==> src/rtl/pipeline_ctrl_pkg.sv <==
// Shared encodings for the pipeline controller: next-PC selects, IR sources and FSM states.
package pipeline_ctrl_pkg;

    localparam logic [2:0] PCSEL_PC4   = 3'd0;
    localparam logic [2:0] PCSEL_BR    = 3'd1;
    localparam logic [2:0] PCSEL_JMP   = 3'd2;
    localparam logic [2:0] PCSEL_ILLOP = 3'd3;
    localparam logic [2:0] PCSEL_XADR  = 3'd4;
    localparam logic [2:0] PCSEL_RESET = 3'd5;

    typedef enum logic [1:0] {
        IR_SRC_DATA   = 2'd0,
        IR_SRC_NOP    = 2'd1,
        IR_SRC_EXCEPT = 2'd2
    } ir_src_e;

    typedef enum logic [1:0] {
        S_RESET = 2'd0,
        S_RUN   = 2'd1,
        S_XCPT  = 2'd2
    } state_e;

endpackage

==> src/rtl/pipeline_ctrl_irq_sync.sv <==
// Multi-flop synchronizer for the asynchronous irq level; STAGES cycles of latency.
module irq_sync #(
    parameter int STAGES = 2
) (
    input  logic clk,
    input  logic rst,
    input  logic irq,
    output logic irq_s
);

    logic [STAGES-1:0] sync_q;
    logic [STAGES-1:0] sync_d;

    always_comb begin
        sync_d = {sync_q[STAGES-2:0], irq};
    end

    always_ff @(posedge clk) begin
        if (rst) begin
            sync_q <= '0;
        end else begin
            sync_q <= sync_d;
        end
    end

    assign irq_s = sync_q[STAGES-1];

endmodule

==> src/rtl/pipeline_ctrl.sv <==
// Pipeline control: next-PC select, IR bubble/exception injection and interrupt entry.
// Control outputs are combinational from state and inputs; irq latency is the synchronizer plus one cycle.
module pipeline_ctrl
    import pipeline_ctrl_pkg::*;
#(
    parameter int IRQ_SYNC_STAGES = 2,
    parameter int PERF_W          = 32
) (
    input  logic              clk,
    input  logic              rst,
    input  logic              stall,
    input  logic              op_jmp,
    input  logic              op_beq,
    input  logic              op_bne,
    input  logic              zr,
    input  logic              illop,
    input  logic              irq,
    input  logic              pc_super,
    output logic [2:0]        pc_sel,
    output logic              pc_we,
    output logic [1:0]        ir_src_if,
    output logic [1:0]        ir_src_dec,
    output logic              irq_ack,
    output logic [PERF_W-1:0] bubble_cnt
);

    state_e              state_q, state_d;
    logic                irq_pend_q, irq_pend_d;
    logic [PERF_W-1:0]   bubble_cnt_q, bubble_cnt_d;
    logic                irq_s;
    logic                taken;
    logic                irq_take;
    ir_src_e             src_if, src_dec;

    irq_sync #(.STAGES(IRQ_SYNC_STAGES)) u_irq_sync (
        .clk   (clk),
        .rst   (rst),
        .irq   (irq),
        .irq_s (irq_s)
    );

    always_comb begin
        taken    = (op_beq & zr) | (op_bne & ~zr) | op_jmp;
        irq_take = 1'b0;
        pc_sel   = PCSEL_RESET;
        pc_we    = 1'b1;
        src_if   = IR_SRC_NOP;
        src_dec  = IR_SRC_NOP;
        irq_ack  = 1'b0;
        state_d  = S_RUN;

        if (rst) begin
            state_d = S_RESET;
        end else begin
            case (state_q)
                S_RUN: begin
                    irq_take = irq_pend_q & ~pc_super & ~stall & ~taken & ~illop;
                    if (illop) begin
                        pc_sel  = PCSEL_ILLOP;
                        src_dec = IR_SRC_EXCEPT;
                        state_d = S_XCPT;
                    end else if (irq_take) begin
                        pc_sel  = PCSEL_XADR;
                        src_dec = IR_SRC_EXCEPT;
                        irq_ack = 1'b1;
                        state_d = S_XCPT;
                    end else if (taken) begin
                        pc_sel  = op_jmp ? PCSEL_JMP : PCSEL_BR;
                        src_dec = IR_SRC_DATA;
                    end else if (stall) begin
                        pc_sel  = PCSEL_PC4;
                        pc_we   = 1'b0;
                        src_if  = IR_SRC_DATA;
                    end else begin
                        pc_sel  = PCSEL_PC4;
                        src_if  = IR_SRC_DATA;
                        src_dec = IR_SRC_DATA;
                    end
                end
                S_XCPT: begin
                    pc_sel = PCSEL_PC4;
                end
                default: begin
                end
            endcase
        end

        // Pending latch holds through supervisor mode until the interrupt is actually taken.
        irq_pend_d   = irq_take ? 1'b0 : (irq_pend_q | irq_s);
        bubble_cnt_d = bubble_cnt_q;
        if (((src_if != IR_SRC_DATA) || (src_dec != IR_SRC_DATA)) && (bubble_cnt_q != '1)) begin
            bubble_cnt_d = bubble_cnt_q + {{(PERF_W-1){1'b0}}, 1'b1};
        end
    end

    always_ff @(posedge clk) begin
        if (rst) begin
            state_q      <= S_RESET;
            irq_pend_q   <= 1'b0;
            bubble_cnt_q <= '0;
        end else begin
            state_q      <= state_d;
            irq_pend_q   <= irq_pend_d;
            bubble_cnt_q <= bubble_cnt_d;
        end
    end

    assign ir_src_if  = src_if;
    assign ir_src_dec = src_dec;
    assign bubble_cnt = bubble_cnt_q;

endmodule

==> config.mk <==
export PLATFORM = sky130hd
export DESIGN_NAME = pipeline_ctrl
export DESIGN_NICKNAME = d
export VERILOG_FILES = /design/src/rtl/pipeline_ctrl_pkg.sv /design/src/rtl/pipeline_ctrl_irq_sync.sv /design/src/rtl/pipeline_ctrl.sv
export SDC_FILE = /design/constraint.sdc
export NUM_CORES = 1
export LEC_CHECK = 0
export CAP_MARGIN = 20
export CORE_MARGIN = 3
export CORE_UTILIZATION = 50
export CTS_BUF_LIST = sky130_fd_sc_hd__clkbuf_4
export DETAILED_ROUTE_END_ITERATION = 8
export PLACE_DENSITY_LB_ADDON = 0.12
export SYNTH_ARGS = -nofsm -noshare
export SYNTH_HDL_FRONTEND = slang
export SYNTH_HIERARCHICAL = 1
export SYNTH_SLANG_ARGS = --single-unit
==> constraint.sdc <==
create_clock -name clk -period 3 [get_ports clk]
set_input_delay 0.3 -clock clk [delete_from_list [all_inputs] [get_ports clk]]
set_output_delay 0.3 -clock clk [all_outputs]
set_load 0.05 [all_outputs]
-- After elaboration in Yosys (flattened, before gate mapping)
Index checks and enable logic that the tools add are counted.
- logic and storage cells: 62
- RAM bits: 0
- register bits after elaboration: 37
- memories: 0
- output and inout bits: 41
- latch bits: 0
- ROM bits: 0
- input bits: 10
- $add $sub $neg: 1
- order comparisons: 0
- equality and inequality tests: 3
- multipliers: 0
- shift-type cells: 0
- bitwise logic cells: 15
- muxes and demuxes: 32
- divide/modulo/power cells: 0
- reductions and logical operators: 6
- operators with widths (operator ; count):
    adder 32 x 1 -> 32 bit (second input constant) ; 1
    != test 32 bit (second input constant) ; 1
    two-way mux 1 bit ; 20
    two-way mux 2 bit ; 8
    two-way mux 3 bit ; 3
    bitwise AND 1 bit ; 6
    inverter 1 bit ; 6
    one-hot mux 3 bit (2 select lines) ; 1
    nonzero test 2 bit ; 2
    OR reduction 2 bit ; 2
    bitwise OR 1 bit ; 3
    == test 2 x 1 -> 1 bit (second input constant) ; 1
    == test 2 bit (second input constant) ; 1
    logical AND 1 bit ; 1
    logical OR 1 bit ; 1

-- Longest topological paths before layout
- depth after elaboration: 14
- mapped depth: 7
- gate-level depth less buffers: 6

-- Modules after synthesis
Netlist, hierarchy kept.
- by module, submodules not included (module ; cells each ; area each (sq um) ; times used ; seq. area each (sq um)):
    pipeline_ctrl ; 233 ; 1896.8 ; 1 ; 700.7
    irq_sync ; 4 ; 52.6 ; 1 ; 40.0

-- Worst setup path before layout
Ideal clock, no wire load.
- path kind: flip-flop to flip-flop
- from: register bubble_cnt_q[0], in the netlist bubble_cnt[0]
- to: register bubble_cnt_q[1], in the netlist bubble_cnt[1]
- library setup time: 128 ps
- clock period less this slack: 2495 ps
- data required time: 2872 ps
- cell stages (with the launch flop): 8
- buffers on the path: 1
- arrival time: 2368 ps
- setup slack: 505 ps
- cells stage by stage: dfxtp_1 ha_1 inv_1 or4_4 o31ai_4 buf_6 mux2i_1 nor2_1
- cells in the longest elaborated chain, start to end: 2
- elaborated cells between the ends (all ways): 3
- classes of those cells: 1 x add/sub; 1 x eq/ne; 1 x reduce/logical
- RTL lines (element ; RTL line ; text):
    from (decl) ; pipeline_ctrl.sv:29 ; logic [PERF_W-1:0] bubble_cnt_q, bubble_cnt_d;
    from (signal assigned) ; pipeline_ctrl.sv:104 ; bubble_cnt_q <= bubble_cnt_d;
    branches (longest 2 deep; another with adder 32 x 1 -> 32 bit) ; -- ;
Several ways; the timed one is not identified.
A chain may end at the register's enable or synchronous reset.

-- Final worst setup path
- from: register bubble_cnt_q[0], in the netlist bubble_cnt[0]
- to: register bubble_cnt_q[8], in the netlist bubble_cnt[8]
The elaborated chain is that of the path after synthesis.

==> flow_metrics.env <==
export IMPL_outcome="completed"
export IMPL_wl_per_cell_um=13.1
export IMPL_cts_tree="done"
export IMPL_fin_ws_ns=0.674
export IMPL_routed_wl_mm=4.44
export IMPL_drv_cap=0
export IMPL_hold_end="u_irq_sync/sync_q[1]"
export IMPL_setup_viol=0
export IMPL_clk_pin_slew_worst_paths_ns=0.10
export IMPL_synth_distinct_cells=42
export IMPL_cts_setup_buffers=0
export IMPL_rsz0062_at_grt="no"
export IMPL_rows=22
export IMPL_grt_max_degree=47
export IMPL_p_leak_nw=0.865
export IMPL_cts_hold_buf=0
export IMPL_io_buffers=49
export IMPL_io_pins=51
export IMPL_async_flop_share_pct=0
export IMPL_power_density_nw_per_um2=335
export IMPL_slew_violations=0
export IMPL_synth_area_sq_um=1950
export IMPL_drtIter0Drc=140
export IMPL_netlist_instances=237
export IMPL_yosysTopAreaCell="dfxtp_1"
export IMPL_yosys_area_top_type_share_pct=38.0
export IMPL_die_y_um=68.4
export IMPL_r2r_end="bubble_cnt[8]"
export IMPL_critPathMaxFanout=14
export IMPL_drive_gt1_share_pct=9.66
export IMPL_fin_nets=300
export IMPL_final_period_utilization_pct=77.5
export IMPL_clock_latency_ns=0.34
export IMPL_syn_nets=248
export IMPL_hold_depth=1
export IMPL_fmax_mhz=430
export IMPL_pre_cts_slack_ns=0.621
export IMPL_r2r_worst_path_cells=7
export IMPL_fillers=302
export IMPL_first_pass_iters=4
export IMPL_cp_required_ns=3.21
export IMPL_track_usage_pct=21.1
export IMPL_skew_ns=0.0132
export IMPL_ys_seq_area_share_pct=38.0
export IMPL_yosysMostFrequentCell="dfxtp_1"
export IMPL_synthesis_area_per_instance_sq_um=8.23
export IMPL_grt_pass1_vias=1699
export IMPL_overflow=0
export IMPL_clock_sinks=37
export IMPL_num_vias=1961
export IMPL_core_area_sq_um=3720
export IMPL_cts_root_buf="clkbuf_4"
export IMPL_start_util_pct=52.5
export IMPL_ys_flop_type="dfxtp_1"
export IMPL_drcViolationCount=0
export IMPL_peakVddDrop_mv=0.204
export IMPL_die_area_sq_um=4680
export IMPL_yosysWarnings=6
export IMPL_r2r_setup_slack_ns=0.67
export IMPL_setup_tns_final_ns=0
export IMPL_dp_hpwl_mm=3.31
export IMPL_area_growth_pct=33.8
export IMPL_period_needed_ns=2.33
export IMPL_rr_startpoint="bubble_cnt[0]"
export IMPL_worstPathArrival_ns=2.54
export IMPL_h_tree_depth=2
export IMPL_clock_path_buffers=2
export IMPL_synth_area_top_cells="dfxtp_1 38%, a21oi_1 5.6%, or3_1 4.5%"
export IMPL_gp_congestion=0.828
export IMPL_synth_seq_cells=37
export IMPL_hp_start="u_irq_sync/sync_q[0]"
export IMPL_drt_vias_per_instance=5.80
export IMPL_start_kind="register"
export IMPL_synth_edff_count=0
export IMPL_ant_nets=0
export IMPL_power_w=0.000874
export IMPL_tightest_slew_ns=0.505
export IMPL_grt_pass1_wl_mm=7.58
export IMPL_hold_path_class="register to register"
export IMPL_cts_resized=0
export IMPL_antenna_found_initial=0
export IMPL_hold_violations=0
export IMPL_cts_buffers=5
export IMPL_dieWidth_um=68.4
export IMPL_slew_headroom_pct=66.0
export IMPL_cp_end_kind="register"
export IMPL_crit_type="register to register"
export IMPL_synth_common_cells="37 x dfxtp_1, 22 x a21oi_1, 22 x nor2_1, 16 x nand2_1, 15 x nand3_1"
export IMPL_antennaDiodeCount=0
-- metal layers --
layer	track usage, %	wire length, um	vias to the layer above
li1	-	-	995
met1	28.3	2120	911
met2	31.9	2080	49
met3	5.25	170	6
met4	8.44	67	0
met5	0	0	-
-- final cells by class --
type	instances	area (sq um)	area share [%]
Clock buffer	6	45.0	1.73
Inverter	6	22.5	0.864
Timing Repair Buffer	52	581	22.3
Multi-Input combinational cell	187	1150	44.0
Clock inverter	2	10.0	0.384
Tap cell	48	60.1	2.30
Sequential cell	37	741	28.4
-- cell families (layout without fill, tap and decap cells) --
group | Yosys count | after routing | share of synthesized area (%)
AO/OA/AOI/OAI | 56 | 56 | 17.6
XOR/XNOR | 5 | 5 | 2.25
adder cells (fa/ha/maj) | 1 | 1 | 0.642
buffers and inverters | 13 | 66 | 3.08
flip-flops | 37 | 37 | 38.0
multiplexers | 5 | 5 | 2.76
other | 1 | 1 | 0.192
AND/OR/NAND/NOR | 119 | 119 | 35.5
-- cell usage in the layout (no fill, tap or decap), types with 2 or more instances in the layout --
cell / n
a21oi_1: 22
a31oi_1: 2
and3_1: 3
and4_1: 2
buf_12: 7
buf_4: 4
clkbuf_4: 6
clkdlybuf4s50_1: 41
clkinv_2: 2
dfxtp_1: 37
inv_1: 6
mux2_1: 3
mux2i_1: 2
nand2_1: 16
nand2b_1: 3
nand3_1: 15
nand4_1: 9
nand4_2: 3
nor2_1: 22
nor2b_1: 9
nor3_1: 5
nor4_1: 3
nor4b_1: 2
o2111ai_1: 2
o21ai_0: 8
o21ai_1: 8
o31ai_1: 8
or3_1: 14
or4_1: 8
or4_4: 2
xor2_1: 4
-- registers in the layout, summed over array words and instances, names as in the netlist --
register and flops:
bubble_cnt 32, state_q 2, u_irq_sync/sync_q 2, irq_pend_q 1
-- worst max-delay path by stage --
stage | startpoint | to | slack, ns | depth (start not counted)
2_1_floorplan | bubble_cnt[0] | bubble_cnt[1] | 0.50 | 7
3_3_place_gp | zr | bubble_cnt[23] | 0.70 | 6
3_5_place_dp | zr | bubble_cnt[21] | 0.62 | 6
4_1_cts | bubble_cnt[0] | bubble_cnt[12] | 0.68 | 7
5_1_grt | bubble_cnt[2] | bubble_cnt[23] | 0.54 | 5
6_report | bubble_cnt[0] | bubble_cnt[8] | 0.67 | 7
-- power by group --
group / total [W] / leakage, nW / switching, W / internal, W
logic: 0.000109 / 0.530 / 0.0000634 / 0.0000460
clock network: 0.000259 / 0.0354 / 0.000161 / 0.0000984
registers: 0.000506 / 0.300 / 0.00000762 / 0.000498
total: 0.000874 / 0.865 / 0.000232 / 0.000643
-- through the flow --
stage	util, %	cell area, sq um	hold WS [ns]	instances
floorplan	-	1950	0.372	237
global placement	68.7	2550	0.418	330
detailed placement	68.7	2550	0.422	330
CTS	70.2	2610	0.455	338
global route	70.2	2610	0.483	338
finish	70.2	2610	0.453	338
-- worst max-delay path, cell delays in order, from the launching register on --
cell and delay [ns]:
dfxtp_1 0.43, ha_1 0.26, inv_1 0.12, or4_4 0.57, o31ai_4 0.41, buf_4 0.25
or3_1 0.12, a21oi_1 0.06
Power figures use the tool's default switching activity.
